===== config.mk =====
export PLATFORM = sky130hd
export DESIGN_NAME = ni_packet_injector
export DESIGN_NICKNAME = d
export VERILOG_FILES = /design/src/rtl/npu_network_defines_pkg.sv /design/src/rtl/ni_packet_injector_credit_counter.sv /design/src/rtl/ni_packet_injector.sv
export SDC_FILE = /design/constraint.sdc
export NUM_CORES = 1
export LEC_CHECK = 0
export ABC_AREA = 0
export CORE_ASPECT_RATIO = 1.5
export CORE_MARGIN = 2
export CORE_UTILIZATION = 50
export DETAILED_ROUTE_END_ITERATION = 8
export PLACE_DENSITY = 0.89
export REMOVE_ABC_BUFFERS = 1
export SLEW_MARGIN = 30
export SYNTH_ARGS = -nofsm -noshare
export SYNTH_HDL_FRONTEND = slang
export SYNTH_SLANG_ARGS = --single-unit

===== constraint.sdc =====
create_clock -name clk -period 6.2 [get_ports clk]
set_input_delay 1.24 -clock clk [delete_from_list [all_inputs] [get_ports clk]]
set_output_delay 1.24 -clock clk [all_outputs]
set_load 0.1 [all_outputs]

===== src/rtl/npu_network_defines_pkg.sv =====
// Shared mesh-network definitions: port and flit-type encodings, address/VC widths
// and the header fields that every flit carries.
package npu_network_defines;

  localparam int unsigned TOT_X_NODE_W = 3;
  localparam int unsigned TOT_Y_NODE_W = 3;
  localparam int unsigned VC_W         = 1;
  localparam int unsigned PORT_NUM_W   = 3;

  typedef enum logic [PORT_NUM_W-1:0] {
    LOCAL = 3'd0,
    EAST  = 3'd1,
    NORTH = 3'd2,
    WEST  = 3'd3,
    SOUTH = 3'd4
  } port_t;

  typedef enum logic [1:0] {
    HEADER = 2'd0,
    BODY   = 2'd1,
    TAIL   = 2'd2,
    HT     = 2'd3
  } flit_type_t;

  typedef struct packed {
    flit_type_t              flit_type;
    logic [VC_W-1:0]         vc;
    port_t                   la_port;
    logic [TOT_X_NODE_W-1:0] dest_x;
    logic [TOT_Y_NODE_W-1:0] dest_y;
  } flit_header_t;

  localparam int unsigned FLIT_HDR_W = $bits(flit_header_t);

endpackage


===== src/rtl/ni_packet_injector_credit_counter.sv =====
// Per-VC credit counter for the router's input buffer: reloads to full on reset,
// one credit consumed per sent flit, one returned per credit pulse.
module ni_credit_counter #(
  parameter int unsigned BUFFER_DEPTH = 4
) (
  input  logic clk_i,
  input  logic reset_i,
  input  logic inc_i,
  input  logic dec_i,
  output logic avail_o
);

  localparam int unsigned CNT_W = $clog2(BUFFER_DEPTH + 1);
  localparam logic [CNT_W-1:0] FULL = CNT_W'(BUFFER_DEPTH);

  logic [CNT_W-1:0] cnt_q, cnt_d;

  // A return while already full is a router protocol error; hold at full.
  always_comb begin
    cnt_d = cnt_q;
    if (inc_i && !dec_i) begin
      if (cnt_q != FULL) cnt_d = cnt_q + 1'b1;
    end else if (dec_i && !inc_i) begin
      cnt_d = cnt_q - 1'b1;
    end
  end

  always_ff @(posedge clk_i) begin
    if (reset_i) cnt_q <= FULL;
    else         cnt_q <= cnt_d;
  end

  assign avail_o = (cnt_q != '0);

  a_no_credit_overflow: assert property (
    @(posedge clk_i) disable iff (reset_i) !(inc_i && !dec_i && (cnt_q == FULL))
  );

endmodule


===== src/rtl/ni_packet_injector.sv =====
// Network-interface source: splits one tile packet into flits and injects them into
// the local router under per-VC credit flow control, with X-Y look-ahead port.
module ni_packet_injector
  import npu_network_defines::*;
#(
  parameter int unsigned MY_X_ADDR    = 0,
  parameter int unsigned MY_Y_ADDR    = 0,
  parameter int unsigned PACKET_W     = 64,
  parameter int unsigned FLIT_DATA_W  = 32,
  parameter int unsigned N_VC         = 2,
  parameter int unsigned BUFFER_DEPTH = 4
) (
  input  logic                                clk,
  input  logic                                reset,
  input  logic                                pkt_valid,
  output logic                                pkt_ready,
  input  logic [PACKET_W-1:0]                 pkt_data,
  input  logic [TOT_X_NODE_W-1:0]             pkt_dest_x,
  input  logic [TOT_Y_NODE_W-1:0]             pkt_dest_y,
  input  logic [VC_W-1:0]                     pkt_vc,
  output logic                                flit_valid,
  output logic [FLIT_HDR_W+FLIT_DATA_W-1:0]   flit_out,
  input  logic [N_VC-1:0]                     credit_in
);

  localparam int unsigned N_FLIT = (PACKET_W + FLIT_DATA_W - 1) / FLIT_DATA_W;
  localparam int unsigned IDX_W  = (N_FLIT > 1) ? $clog2(N_FLIT) : 1;
  localparam int unsigned PAD_W  = N_FLIT * FLIT_DATA_W;
  localparam logic [IDX_W-1:0]        LAST_IDX = IDX_W'(N_FLIT - 1);
  localparam logic [TOT_X_NODE_W-1:0] MY_X     = TOT_X_NODE_W'(MY_X_ADDR);
  localparam logic [TOT_Y_NODE_W-1:0] MY_Y     = TOT_Y_NODE_W'(MY_Y_ADDR);

  localparam logic [0:0] IDLE = 1'b0;
  localparam logic [0:0] SEND = 1'b1;

  logic [0:0]              state_q, state_d;
  logic [IDX_W-1:0]        idx_q, idx_d;
  logic [PAD_W-1:0]        data_q, data_d;
  logic [VC_W-1:0]         vc_q, vc_d;
  port_t                   port_q, port_d;
  logic [TOT_X_NODE_W-1:0] dx_q, dx_d;
  logic [TOT_Y_NODE_W-1:0] dy_q, dy_d;

  logic [N_VC-1:0] avail;
  logic [N_VC-1:0] dec;
  logic            accept;
  flit_header_t    hdr;

  function automatic port_t first_hop(input logic [TOT_X_NODE_W-1:0] dx,
                                      input logic [TOT_Y_NODE_W-1:0] dy);
    logic signed [TOT_X_NODE_W:0] xd;
    logic signed [TOT_Y_NODE_W:0] yd;
    port_t p;
    xd = $signed({1'b0, dx}) - $signed({1'b0, MY_X});
    yd = $signed({1'b0, dy}) - $signed({1'b0, MY_Y});
    if (xd[TOT_X_NODE_W])       p = WEST;
    else if (xd != '0)          p = EAST;
    else if (yd[TOT_Y_NODE_W])  p = NORTH;
    else if (yd != '0)          p = SOUTH;
    else                        p = LOCAL;
    return p;
  endfunction

  assign flit_valid = (state_q == SEND) && avail[vc_q];
  assign pkt_ready  = (state_q == IDLE) || (flit_valid && (idx_q == LAST_IDX));
  assign accept     = pkt_valid && pkt_ready;

  for (genvar v = 0; v < N_VC; v++) begin : g_credit
    assign dec[v] = flit_valid && (vc_q == VC_W'(v));
    ni_credit_counter #(
      .BUFFER_DEPTH(BUFFER_DEPTH)
    ) u_credit (
      .clk_i  (clk),
      .reset_i(reset),
      .inc_i  (credit_in[v]),
      .dec_i  (dec[v]),
      .avail_o(avail[v])
    );
  end

  // Payload is kept as a shift register so the current flit is always the low slice;
  // an accept on the last flit's cycle overrides the return to IDLE.
  always_comb begin
    state_d = state_q;
    idx_d   = idx_q;
    data_d  = data_q;
    vc_d    = vc_q;
    port_d  = port_q;
    dx_d    = dx_q;
    dy_d    = dy_q;
    if (flit_valid) begin
      idx_d  = idx_q + 1'b1;
      data_d = data_q >> FLIT_DATA_W;
      if (idx_q == LAST_IDX) state_d = IDLE;
    end
    if (accept) begin
      state_d = SEND;
      idx_d   = '0;
      data_d  = PAD_W'(pkt_data);
      vc_d    = pkt_vc;
      port_d  = first_hop(pkt_dest_x, pkt_dest_y);
      dx_d    = pkt_dest_x;
      dy_d    = pkt_dest_y;
    end
  end

  always_ff @(posedge clk) begin
    if (reset) begin
      state_q <= IDLE;
      idx_q   <= '0;
      data_q  <= '0;
      vc_q    <= '0;
      port_q  <= LOCAL;
      dx_q    <= '0;
      dy_q    <= '0;
    end else begin
      state_q <= state_d;
      idx_q   <= idx_d;
      data_q  <= data_d;
      vc_q    <= vc_d;
      port_q  <= port_d;
      dx_q    <= dx_d;
      dy_q    <= dy_d;
    end
  end

  always_comb begin
    hdr         = '0;
    hdr.vc      = vc_q;
    hdr.la_port = port_q;
    hdr.dest_x  = dx_q;
    hdr.dest_y  = dy_q;
    if (N_FLIT == 1)            hdr.flit_type = HT;
    else if (idx_q == '0)       hdr.flit_type = HEADER;
    else if (idx_q == LAST_IDX) hdr.flit_type = TAIL;
    else                        hdr.flit_type = BODY;
  end

  assign flit_out = flit_valid ? {hdr, data_q[FLIT_DATA_W-1:0]} : '0;

endmodule


==> flow_metrics.py <==
metrics = {
    "final_layout": {
        "nFillCells": 621,
        "drive_gt1_share_pct": 5.15,
        "finish.instance_area_mm2": 0.00512,
        "multi_input_area_mm2": 0.00192,
        "diodes": 0,
        "area_growth_syn_to_layout_pct": 34.7,
        "nets": 636,
        "utilization_pct": 69.9,
        "regArea_mm2": 0.00162,
    },
    "clocking": {
        "cts_sinks": 81,
        "insertion_delay_ns": 0.35,
        "cts_buffer_depth": 2,
        "htreeDepth": 3,
        "cts-root-buf": "clkbuf_8",
        "cts-hold-fix-buffers": 0,
        "clk_pin_slew_worst_paths_ns": 0.09,
        "cts_tree": "built",
        "postCtsSetupRepairBufs": 0,
        "cts_buffers": 9,
        "post_cts_resized": 0,
    },
    "drt": {
        "wl_um": 10200,
        "viasPerCell": 5.66,
        "wire_per_inst_um": 15.4,
        "drc": 0,
        "vias": 3754,
        "ant_nets": 0,
        "first_pass_iters": 5,
        "drtIter0Drc": 243,
    },
    "logic_synthesis": {
        "synthFlopType": "dfxtp_1",
        "yosysWarnings": 0,
        "synth_top_area_cell": "dfxtp_1",
        "synth-edff-count": 0,
        "synth_cell_types": 37,
        "syn_inst": 470,
        "ys_seq_area_share_pct": 42.7,
        "synth.avg_cell_area_um2": 8.08,
        "synth_top_area_share_pct": 42.7,
        "async_reset_ff_share_pct": 0,
        "synth_area_mm2": 0.00380,
        "synth_top_cells_by_count": "dfxtp_1, nor2_1, nand2_1, a21oi_1, and2_1",
        "synth_most_common_cell": "dfxtp_1",
        "synth.area.top_cells": "dfxtp_1, nor2_1, and2_1, a211oi_1, a21boi_0",
        "yosys_register_bits": 81,
    },
    "floorplan": {
        "dieArea_mm2": 0.00833,
        "die_y_um": 111,
        "fp.dieW_um": 75.2,
        "boundaryPins": 122,
        "fp-row-count": 38,
        "initial_utilization_pct": 51.9,
        "coreArea_mm2": 0.00732,
    },
    "sta": {
        "skew_ns": 0.0109,
        "final-setup-viol-count": 0,
        "relSlewSlack_pct": 33.0,
        "hold_viol": 0,
        "fmax_mhz": 214,
        "min_period_ns": 4.68,
        "rsz0062_at_grt": "no",
        "hold_ws_ns": 0.457,
        "tightest_slew_ns": 1.00,
        "slew_viol_final": 0,
        "fin_crit_sh_pct": 75.4,
    },
    "placement": {
        "dp_hpwl_um": 6570,
        "gp_congestion": 0.818,
        "dpl_cell_area_mm2": 0.00489,
        "io_buffers": 119,
    },
    "run": {
        "maxCapViolations": 0,
    },
    "global_routing": {
        "grt-busiest-layer": "met2",
        "use_met1_pct": 29.2,
        "grt_pass1_vias": 3637,
        "gr-total-overflow": 0,
        "grt_util_met2_pct": 42.3,
        "gr-usage-met3_pct": 2.55,
        "grt_start_max_net_pins": 82,
        "grt_pass1_wl_um": 16500,
        "grt_usage_pct": 25.0,
        "antenna_found_initial": 0,
    },
    "critical_path": {
        "crit_buf_inv": 2,
        "cp-start-kind": "flop",
        "cp_top_family": "buffers and inverters",
        "cp_max_fo": 62,
        "arrival_ns": 3.44,
        "cp_data_required_time_ns": 4.96,
        "cp-end-kind": "output pin",
        "crit_slowest_cell": "clkdlybuf4s50_1",
        "critPathMaxStageDelay_ns": 1.13,
        "rr_worst_depth": 5,
        "criticalPathCategory": "flop to output pin",
        "rrSetupSlack_ns": 3.48,
        "rr_startpoint": "state_q$_SDFFE_PP0P_",
        "crit_chain": "nand2b_1 -> nor2_1 -> nor2_4 -> inv_2 -> and2_1 -> nand2b_1 -> clkdlybuf4s50_1",
        "crit_path_frequent_cell": "nand2b_1",
        "reg2reg_to": "data_q[20]$_SDFFE_PP0P_",
    },
    "pwr": {
        "leakagePower_nw": 1.86,
        "total_power_mw": 1.48,
        "ir_worst_vdd_v": 0.000164,
        "p_per_area_mw_per_mm2": 289,
    },
    "hold_path": {
        "min_path_cells": 2,
        "hold_end": "dx_q[0]$_SDFFE_PP0N_",
        "hold_path.class": "flop to flop",
        "min_from": "dx_q[0]$_SDFFE_PP0N_",
    },
    "run_status": {
        "outcome": "finished, final reports clean",
    },
}
==> report_power, final <==
group	internal (mW)	leakage [nW]	switching (mW)
combinational	0.152	1.08	0.298
clock	0.231	0.108	0.198
sequential	0.568	0.667	0.0351
==> metal layers <==
metal	share of wire (%)	up-vias
met5	0	-
met4	4.8	0
met3	4.3	39
met2	53	148
met1	38	1767
li1	-	1800
==> cell type report <==
class                           instances  share of cell area (%)
Clock buffer                            9                    2.42
Clock inverter                          7                    2.03
Inverter                                3                   0.220
Multi-Input combinational cell        341                    37.6
Sequential cell                        81                    31.7
Tap cell                              100                    2.44
Timing Repair Buffer                  122                    23.6
==> worst reg2reg max path, delay by kind of cell (launching register included) <==
| family | cells | cell delay [ns] |
|---|---|---|
| compound gates | 2 | 0.39 |
| flops | 1 | 0.43 |
| simple gates | 3 | 1.80 |
==> state kept, by name, indices dropped and copies added, names as in the netlist <==
register and cells:
data_q 64, dy_q 3, idx_q 1, g_credit.u_credit.cnt_q 6, dx_q 3, port_q 2
state_q 1, vc_q 1
==> how the worst max path moves through the flow <==
stage / startpoint / to / slack (ns) / cells past startpoint
floorplan: g_credit[1].u_credit.cnt_q[0]$_SDFFE_PP0P_ / pkt_ready / -1.16 / 6
global placement: state_q$_SDFFE_PP0P_ / pkt_ready / 1.99 / 7
detailed placement: state_q$_SDFFE_PP0P_ / pkt_ready / 1.89 / 7
CTS: state_q$_SDFFE_PP0P_ / pkt_ready / 1.50 / 7
global route: state_q$_SDFFE_PP0P_ / pkt_ready / 1.26 / 7
finish: state_q$_SDFFE_PP0P_ / pkt_ready / 1.52 / 7
==> logic make-up (layout without fill, tap and decap cells) <==
kind of cell	Yosys count	count (layout)	synth area share [%]
multiplexers	2	2	0.527
XOR/XNOR	2	2	0.461
adder cells (fa/ha/maj)	2	2	1.05
flip-flops	81	81	42.7
buffers and inverters	49	141	7.08
AND/OR/NAND/NOR	180	180	21.5
AO/OA/AOI/OAI	153	153	26.6
other	1	2	0.0987
==> cells in the final DEF (no fill, tap or decap), types with 2 or more instances in the layout <==
master           netlist  final
clkinv_4               0      2
a21boi_0              32     32
inv_2                  2      2
nor3_1                 3      3
conb_1                 1      2
buf_4                  7      3
clkdlybuf4s50_1        0    118
dfxtp_1               81     81
fa_1                   2      2
nand3_1                4      4
bufinv_16              0      2
o21ai_0                3      3
nor4_1                 2      2
a211oi_1              33     33
nand2_1               49     49
a21oi_1               42     42
or3_1                  3      2
nand2b_1               2      2
clkinvlp_4             0      2
a31oi_1               34     34
and2_1                41     41
nor2_1                73     72
mux2i_1                2      2
o211ai_1               2      2
clkbuf_8               0      9
==> metrics by stage <==
stage          TNS [ns]  setup WS [ns]  cells
3_3_place_gp          0           1.99    647
2_1_floorplan    -14.72          -1.16    425
6_report              0           1.52    663
4_1_cts               0           1.50    663
5_1_grt               0           1.26    663
3_5_place_dp          0           1.89    647
Power figures use the tool's default switching activity.
